### src/rtl/mips_defs.sv
// Shared MIPS decode constants, forwarding encodings and the IF/ID payload type.
package mips_defs;

  localparam int unsigned XLEN   = 32;
  localparam int unsigned REG_AW = 5;

  // Primary opcodes (instr[31:26])
  localparam logic [5:0] SPECIAL = 6'h00;
  localparam logic [5:0] J       = 6'h02;
  localparam logic [5:0] JAL     = 6'h03;
  localparam logic [5:0] BEQ     = 6'h04;
  localparam logic [5:0] BNE     = 6'h05;
  localparam logic [5:0] ANDI    = 6'h0c;
  localparam logic [5:0] ORI     = 6'h0d;
  localparam logic [5:0] XORI    = 6'h0e;
  localparam logic [5:0] LUI     = 6'h0f;

  // SPECIAL funct codes (instr[5:0])
  localparam logic [5:0] JR      = 6'h08;
  localparam logic [5:0] JALR    = 6'h09;

  // Forwarding select encodings; 2'd3 falls back to the GRF value
  localparam logic [1:0] FWD_GRF = 2'd0;
  localparam logic [1:0] FWD_E   = 2'd1;
  localparam logic [1:0] FWD_M   = 2'd2;

  localparam logic [XLEN-1:0] RESET_PC  = 32'h0000_3000;
  localparam logic [XLEN-1:0] NOP_INSTR = 32'h0000_0000;

  typedef struct packed {
    logic [XLEN-1:0] pc;
    logic [XLEN-1:0] instr;
  } ifId_t;

  // Pick the operand source for one forwarding mux.
  function automatic logic [XLEN-1:0] fwdMux(input logic [1:0] sel,
                                             input logic [XLEN-1:0] grfVal,
                                             input logic [XLEN-1:0] eVal,
                                             input logic [XLEN-1:0] mVal);
    case (sel)
      FWD_E:   fwdMux = eVal;
      FWD_M:   fwdMux = mVal;
      default: fwdMux = grfVal;
    endcase
  endfunction

endpackage

### src/rtl/id_stage_grf.sv
// grf: 32x32 general register file, async active-low clear, one write port,
// two combinational read ports with same-cycle write-back bypass. $0 reads 0.
// Ports: clk, reset, rsAddr/rtAddr (read), regWrite/regAddr/regData (write),
//        rsData/rtData (read data).
module grf
  import mips_defs::*;
(
  input  logic              clk,
  input  logic              reset,
  input  logic [REG_AW-1:0] rsAddr,
  input  logic [REG_AW-1:0] rtAddr,
  input  logic              regWrite,
  input  logic [REG_AW-1:0] regAddr,
  input  logic [XLEN-1:0]   regData,
  output logic [XLEN-1:0]   rsData,
  output logic [XLEN-1:0]   rtData
);

  logic [XLEN-1:0] regFile [32];
  logic            wrEn;

  assign wrEn = regWrite && (regAddr != '0);

  // Storage; entry 0 is never written so it stays zero.
  always_ff @(posedge clk or negedge reset) begin
    if (!reset) begin
      for (int i = 0; i < 32; i++) regFile[i] <= '0;
    end else if (wrEn) begin
      regFile[regAddr] <= regData;
    end
  end

  // Read with bypass so a value being written back this cycle is visible now.
  always_comb begin
    rsData = regFile[rsAddr];
    rtData = regFile[rtAddr];
    if (wrEn && (regAddr == rsAddr)) rsData = regData;
    if (wrEn && (regAddr == rtAddr)) rtData = regData;
    if (rsAddr == '0) rsData = '0;
    if (rtAddr == '0) rtData = '0;
  end

endmodule

### src/rtl/id_stage.sv
// id_stage: MIPS decode stage. Holds the IF/ID register, the GRF, rs/rt
// forwarding muxes and branch/jump resolution (one delay slot, no flush).
// Ports: clk, reset (async active-low), stall; pc/instr from fetch;
//        write-back port (regWrite_W/regAddr_W/regData_W); forwarding data and
//        selects; redirect (pc_Id, ifPcBranch_Id) back to fetch; pc, instr,
//        forwarded rs/rt and extended immediate to EX.
module id_stage
  import mips_defs::*;
#(
  parameter logic [31:0] RESET_PC  = mips_defs::RESET_PC,
  parameter logic [31:0] NOP_INSTR = mips_defs::NOP_INSTR
) (
  input  logic              clk,
  input  logic              reset,
  input  logic              stall,
  input  logic [XLEN-1:0]   pc_IfToId,
  input  logic [XLEN-1:0]   instr_IfToId,
  input  logic              regWrite_W,
  input  logic [REG_AW-1:0] regAddr_W,
  input  logic [XLEN-1:0]   regData_W,
  input  logic [XLEN-1:0]   fwdData_E,
  input  logic [XLEN-1:0]   fwdData_M,
  input  logic [1:0]        fwdSelRs_Id,
  input  logic [1:0]        fwdSelRt_Id,
  output logic [XLEN-1:0]   pc_Id,
  output logic              ifPcBranch_Id,
  output logic [XLEN-1:0]   pc_IdToEx,
  output logic [XLEN-1:0]   instr_IdToEx,
  output logic [XLEN-1:0]   rsData_IdToEx,
  output logic [XLEN-1:0]   rtData_IdToEx,
  output logic [XLEN-1:0]   extImm_IdToEx
);

  ifId_t           ifIdQ;
  logic [5:0]      opcode;
  logic [5:0]      funct;
  logic [15:0]     imm16;
  logic [XLEN-1:0] rsGrf;
  logic [XLEN-1:0] rtGrf;
  logic [XLEN-1:0] rsFwd;
  logic [XLEN-1:0] rtFwd;
  logic [XLEN-1:0] pcPlus4;
  logic [XLEN-1:0] branchOff;

  // IF/ID pipeline register; reset discards the held instruction immediately.
  always_ff @(posedge clk or negedge reset) begin
    if (!reset) begin
      ifIdQ <= '{pc: RESET_PC, instr: NOP_INSTR};
    end else if (!stall) begin
      ifIdQ <= '{pc: pc_IfToId, instr: instr_IfToId};
    end
  end

  assign opcode = ifIdQ.instr[31:26];
  assign funct  = ifIdQ.instr[5:0];
  assign imm16  = ifIdQ.instr[15:0];

  grf uGrf (
    .clk      (clk),
    .reset    (reset),
    .rsAddr   (ifIdQ.instr[25:21]),
    .rtAddr   (ifIdQ.instr[20:16]),
    .regWrite (regWrite_W),
    .regAddr  (regAddr_W),
    .regData  (regData_W),
    .rsData   (rsGrf),
    .rtData   (rtGrf)
  );

  // Forwarded operands feed both the comparator and EX.
  assign rsFwd = fwdMux(fwdSelRs_Id, rsGrf, fwdData_E, fwdData_M);
  assign rtFwd = fwdMux(fwdSelRt_Id, rtGrf, fwdData_E, fwdData_M);

  assign pcPlus4   = ifIdQ.pc + 32'd4;
  assign branchOff = {{14{imm16[15]}}, imm16, 2'b00};

  // Branch/jump resolution; evaluated every cycle regardless of stall.
  always_comb begin
    ifPcBranch_Id = 1'b0;
    pc_Id         = pcPlus4;
    case (opcode)
      BEQ: if (rsFwd == rtFwd) begin
        ifPcBranch_Id = 1'b1;
        pc_Id         = pcPlus4 + branchOff;
      end
      BNE: if (rsFwd != rtFwd) begin
        ifPcBranch_Id = 1'b1;
        pc_Id         = pcPlus4 + branchOff;
      end
      J, JAL: begin
        ifPcBranch_Id = 1'b1;
        pc_Id         = {pcPlus4[31:28], ifIdQ.instr[25:0], 2'b00};
      end
      SPECIAL: if ((funct == JR) || (funct == JALR)) begin
        ifPcBranch_Id = 1'b1;
        pc_Id         = rsFwd;
      end
      default: ;
    endcase
  end

  // Logical immediates zero-extend; everything else sign-extends.
  always_comb begin
    extImm_IdToEx = {{16{imm16[15]}}, imm16};
    if ((opcode == ORI) || (opcode == ANDI) || (opcode == XORI) || (opcode == LUI))
      extImm_IdToEx = {16'h0000, imm16};
  end

  assign pc_IdToEx     = ifIdQ.pc;
  assign instr_IdToEx  = ifIdQ.instr;
  assign rsData_IdToEx = rsFwd;
  assign rtData_IdToEx = rtFwd;

endmodule
### config.mk
export PLATFORM = sky130hd
export DESIGN_NAME = id_stage
export DESIGN_NICKNAME = d
export VERILOG_FILES = /design/src/rtl/mips_defs.sv /design/src/rtl/id_stage_grf.sv /design/src/rtl/id_stage.sv
export SDC_FILE = /design/constraint.sdc
export NUM_CORES = 2
export LEC_CHECK = 0
export ABC_CLOCK_PERIOD_IN_PS = 5200
export CAP_MARGIN = 10
export CORE_MARGIN = 2
export CORE_UTILIZATION = 39
export DETAILED_ROUTE_END_ITERATION = 16
export HOLD_SLACK_MARGIN = 0.15
export SETUP_SLACK_MARGIN = 0.4
export SYNTH_ARGS = -nofsm -noshare
export SYNTH_HDL_FRONTEND = slang
export SYNTH_HIERARCHICAL = 1
export SYNTH_SLANG_ARGS = --single-unit
### constraint.sdc
create_clock -name clk -period 5.2 [get_ports clk]
set_clock_uncertainty 0.05 [all_clocks]
set_input_delay 0.52 -clock clk [delete_from_list [all_inputs] [get_ports clk]]
set_output_delay 0.52 -clock clk [all_outputs]
set_load 0.05 [all_outputs]
==> results <==
- The flow ran to the end, but the final reports show violations.
- The final reports fail on negative setup slack.
- The total number of nets in the final design is around 5,700.
- The count of placed standard cells including taps is 7,473.
- The via count normalized by instance count is 6.40.
- The critical path endpoint category is an output port.
- In this run the deepest clock path goes through 3 buffers.
- In the layout the commonest cells are 1,082 x sky130_fd_sc_hd__mux2_2, 1,067 x sky130_fd_sc_hd__dfrtp_1, 623 x sky130_fd_sc_hd__buf_4.
- After floorplanning, the core was divided into roughly 150 placement rows.
- The hold violation total from the final report came to 0.
- The synthesized design contains 0 enable-type register cells.
- The number of nets in the synthesized netlist is ~5,000.
- The die extent in x is 408 um.
- The final-report max-slew violation count was 0.
- The startpoint identified for the worst hold timing path is pc_IfToId[27].
- The layout filler cell count is approximately 14,000.
- For this run, design rule violations remaining after detail routing come to 0.
- The layer carrying the most global-route usage is met2.
- The shortest clock period the worst path allows after layout is 6.37 ns.
- The count of nets left with antenna violations after detail routing is 0.
- Dividing total power by cell area gives a power density of about 380 nW/um2.
- The global-route track usage on met1 is 0.414.
- The first global-routing pass estimated ~380,000 um of wire.
- The total number of vias is 49,800.
- The initial antenna violation count is 14.
- The met3 usage in global routing is 0.0760.
- In this run the critical register-to-register path is launched from instr_IdToEx[17].
- The critical path is of the flip-flop to output port type.
- In this run the critical register-to-register path is captured at instr_IdToEx[17].
- Following the worst setup path forward leads to its endpoint at pc_Id[23].
- The multi-input combinational cells in the finished layout cover a total of 34,400 um2.
- For the pin with the worst max-slew slack, the measured transition is 1.31 ns.
- The worst-case IR drop observed on VDD is between 300 and 400 uV.
- The later pin in the worst-skew pair is clocked with a latency of ~0.72 ns.
- The logic depth of the worst register-to-register path is 4.
- The clock net sink count is 1,088.
- The critical path starts at instr_IdToEx[21].
- The clock tree from TritonCTS is built.
- The worst hold path passes through 2 cells.
- The async set-or-reset flop fraction in the synthesized netlist is 1.00.
- Final hold analysis gives a worst-case slack of 0.319 ns.
- The number of global-route vias before repair is roughly 50,000.
- The worst setup path is launched from a flip-flop.
- In the final routed layout, each cell accounts on average for 34.3 um.
- The number of buffers created by CTS is 120.
- The synthesized design contains 1,088 register bits.
- Data on the critical path is required at its endpoint by 4.63 ns.
- Summed over all layers, the routed wires come to 267,000 um.
- The core area is 162,000 um2.
- In the global route stage, met2 resource usage came out at 0.479.
- Input and output buffers added on the ports amount to 365.
- For this block, the initial DRC count from the detailed router was 6,314.
- From synthesis to final layout, the design area changed by 26.0%.
- Setup repair after global routing could not meet its margin everywhere.
- Of all nets on the critical path, the largest fanout is 15.
- In the post-route analysis, the smallest setup slack over all paths is -1.17 ns.
- Clock-pin slew was measured on the worst setup and hold paths at 0.06 ns.
- The area enclosed by the die boundary is around 170,000 um2.
- The maximum clock frequency is 157 MHz.
- Entering global routing, the biggest net connects approximately 140 pins.
- The root buffer cell is sky130_fd_sc_hd__clkbuf_16.
- The number of standard cells in the layout, taps in and fillers out is 7,777.
- The flop-to-flop setup slack is between 3 and 4 ns.
- In the synthesized netlist the dominant register cell turns out to be sky130_fd_sc_hd__dfrtp_1.
- The part of the Yosys area used for sequential elements is 0.428.
- Setup violations remaining at the end of the flow were counted as 31.
- Before CTS, the worst setup slack after placement is -0.944 ns.
- The distinct cell type count of the synthesized netlist is 89.
- The total global routing overflow is 0.
- The H-tree was split into 3 levels.
- The worst slew margin relative to its limit is 0.124.
- The synthesized instance count is 4,773.
- The global placement routability congestion is 0.967.
- The fraction of the cycle the final worst path needs is 1.22.
- In this run the mean area of a mapped cell was 13.3 um2.
- The endpoint arrival time on the critical path is 5.80 ns.
- Across the run, the number of max-cap violations was 0.
- Leaving out fill and tap cells, the most frequent cell in the layout is sky130_fd_sc_hd__mux2_2.
- The total routing resource utilization after global routing is 0.314.
- The first TritonRoute pass finished after 8 iterations.
- After synthesis the cells add up to 63,700 um2.
- The Yosys step of the flow raised 6 warnings.
- The die is 408 um tall.
- The class of the worst hold path is primary input to flip-flop.
- Of the cells placed in the final design, the portion with a size suffix greater than 1 is 0.481.
- The standby leakage power is 0.0350 uW.
- The initial core utilization is 0.392.
- The number of primary I/O pins is 366.
- Summed over all nets, the half-perimeter wirelength after detailed placement is between 150,000 and 200,000 um.
- The area occupied by registers is around 27,000 um2.
==> per-stage QoR <==
stage | cell area, um2 | TNS [ns] | total power, uW | utilization
after floorplan | 63800 | 0 | 17000 | -
after global placement | 74400 | -24.77 | 21000 | 0.458
after detailed placement | 74400 | -26.94 | 21200 | 0.458
after CTS | 79800 | -28.91 | 30300 | 0.491
after global routing | 80200 | -36.89 | 31500 | 0.494
final | 80200 | -32.58 | 30500 | 0.494
==> Yosys cell counts (59+ instances only) <==
| library cell | n | area [um2] |
|---|---|---|
| sky130_fd_sc_hd__mux4_2 | 338 | 7610 |
| sky130_fd_sc_hd__a211oi_1 | 59 | 443 |
| sky130_fd_sc_hd__o22ai_1 | 86 | 538 |
| sky130_fd_sc_hd__dfrtp_1 | 1086 | 27200 |
| sky130_fd_sc_hd__mux2_2 | 1082 | 12200 |
| sky130_fd_sc_hd__buf_4 | 67 | 503 |
| sky130_fd_sc_hd__nand2_1 | 123 | 462 |
| sky130_fd_sc_hd__clkbuf_1 | 197 | 739 |
| sky130_fd_sc_hd__a221oi_1 | 67 | 587 |
| sky130_fd_sc_hd__a21oi_1 | 74 | 370 |
| sky130_fd_sc_hd__buf_2 | 136 | 681 |
| sky130_fd_sc_hd__o21ai_0 | 78 | 390 |
| sky130_fd_sc_hd__a221o_1 | 66 | 661 |
| sky130_fd_sc_hd__mux2i_1 | 260 | 2600 |
| sky130_fd_sc_hd__nor2_1 | 138 | 518 |
==> flip-flops by register name, indices dropped and copies added (netlist names) <==
signal        flops
instr_IdToEx     32
uGrf/regFile   1024
pc_IdToEx        32
==> power by group <==
group,internal (uW),switching (uW)
sequential,10000,1270
combinational,5210,5150
clock,5150,3720
total,20400,10100
==> layer usage <==
metal,share of wire,wire length [um],vias to the layer above
li1,-,-,19900
met1,0.39,105000,26000
met2,0.45,119000,3038
met3,0.10,26800,725
met4,0.061,16400,22
met5,0.00056,149,-
==> cells by family (layout without fill, tap and decap cells) <==
kind of cell | count (synthesis) | after routing | share of synthesized area
AO/OA/AOI/OAI | 705 | 705 | 0.0857
XOR/XNOR | 63 | 63 | 0.00878
adder cells (fa/ha/maj) | 39 | 39 | 0.00778
buffers and inverters | 538 | 1365 | 0.0469
flip-flops | 1088 | 1088 | 0.428
multiplexers | 1744 | 1744 | 0.375
other | 0 | 2 | 0
AND/OR/NAND/NOR | 596 | 596 | 0.0486
==> worst min path at each step <==
stage,to,slack (ns)
after floorplan,instr_IdToEx[0],0.17
after global placement,uGrf/regFile[1015],0.33
after detailed placement,uGrf/regFile[1015],0.33
after CTS,pc_IdToEx[19],0.29
after global routing,pc_IdToEx[21],0.31
final,pc_IdToEx[27],0.32
==> area by class of cell <==
cell class                 count  area share
antenna                        2   0.0000624
clock buffer                 183      0.0439
clock inverter                37     0.00653
inverter                      28     0.00137
multi-input combinational   3147       0.429
sequential                  1088       0.340
tap                         2175      0.0339
timing repair buffer        1117       0.146
==> worst max-delay path: stages (launching register included) <==
cell,delay [ns]
sky130_fd_sc_hd__dfrtp_4,0.60
sky130_fd_sc_hd__buf_4,0.18
sky130_fd_sc_hd__buf_12,0.13
sky130_fd_sc_hd__buf_12,0.14
sky130_fd_sc_hd__mux4_1,0.59
sky130_fd_sc_hd__mux2i_2,0.21
sky130_fd_sc_hd__a2111oi_2,0.11
sky130_fd_sc_hd__nor3_1,0.26
sky130_fd_sc_hd__buf_4,0.21
sky130_fd_sc_hd__a21oi_1,0.09
sky130_fd_sc_hd__nand2b_1,0.18
sky130_fd_sc_hd__o211ai_1,0.13
sky130_fd_sc_hd__nand4b_1,0.29
sky130_fd_sc_hd__nor4_2,0.28
sky130_fd_sc_hd__nand4_1,0.29
sky130_fd_sc_hd__xnor2_2,0.26
sky130_fd_sc_hd__buf_4,0.15
sky130_fd_sc_hd__o21ai_2,0.06
sky130_fd_sc_hd__buf_12,0.15
sky130_fd_sc_hd__a222oi_1,0.31
sky130_fd_sc_hd__o21ai_1,0.16
sky130_fd_sc_hd__clkbuf_16,0.20
==> what timing repair did <==
item                                    CTS  global route
resized for setup                       149            55
pin swaps                                60            37
buffers inserted                         52            20
cloned                                    6             3
endpoints found under the hold margin    77             0
endpoints found under the setup margin   50            36
hold buffers                              1             0
No activity file was read; power rests on OpenSTA's default activity.
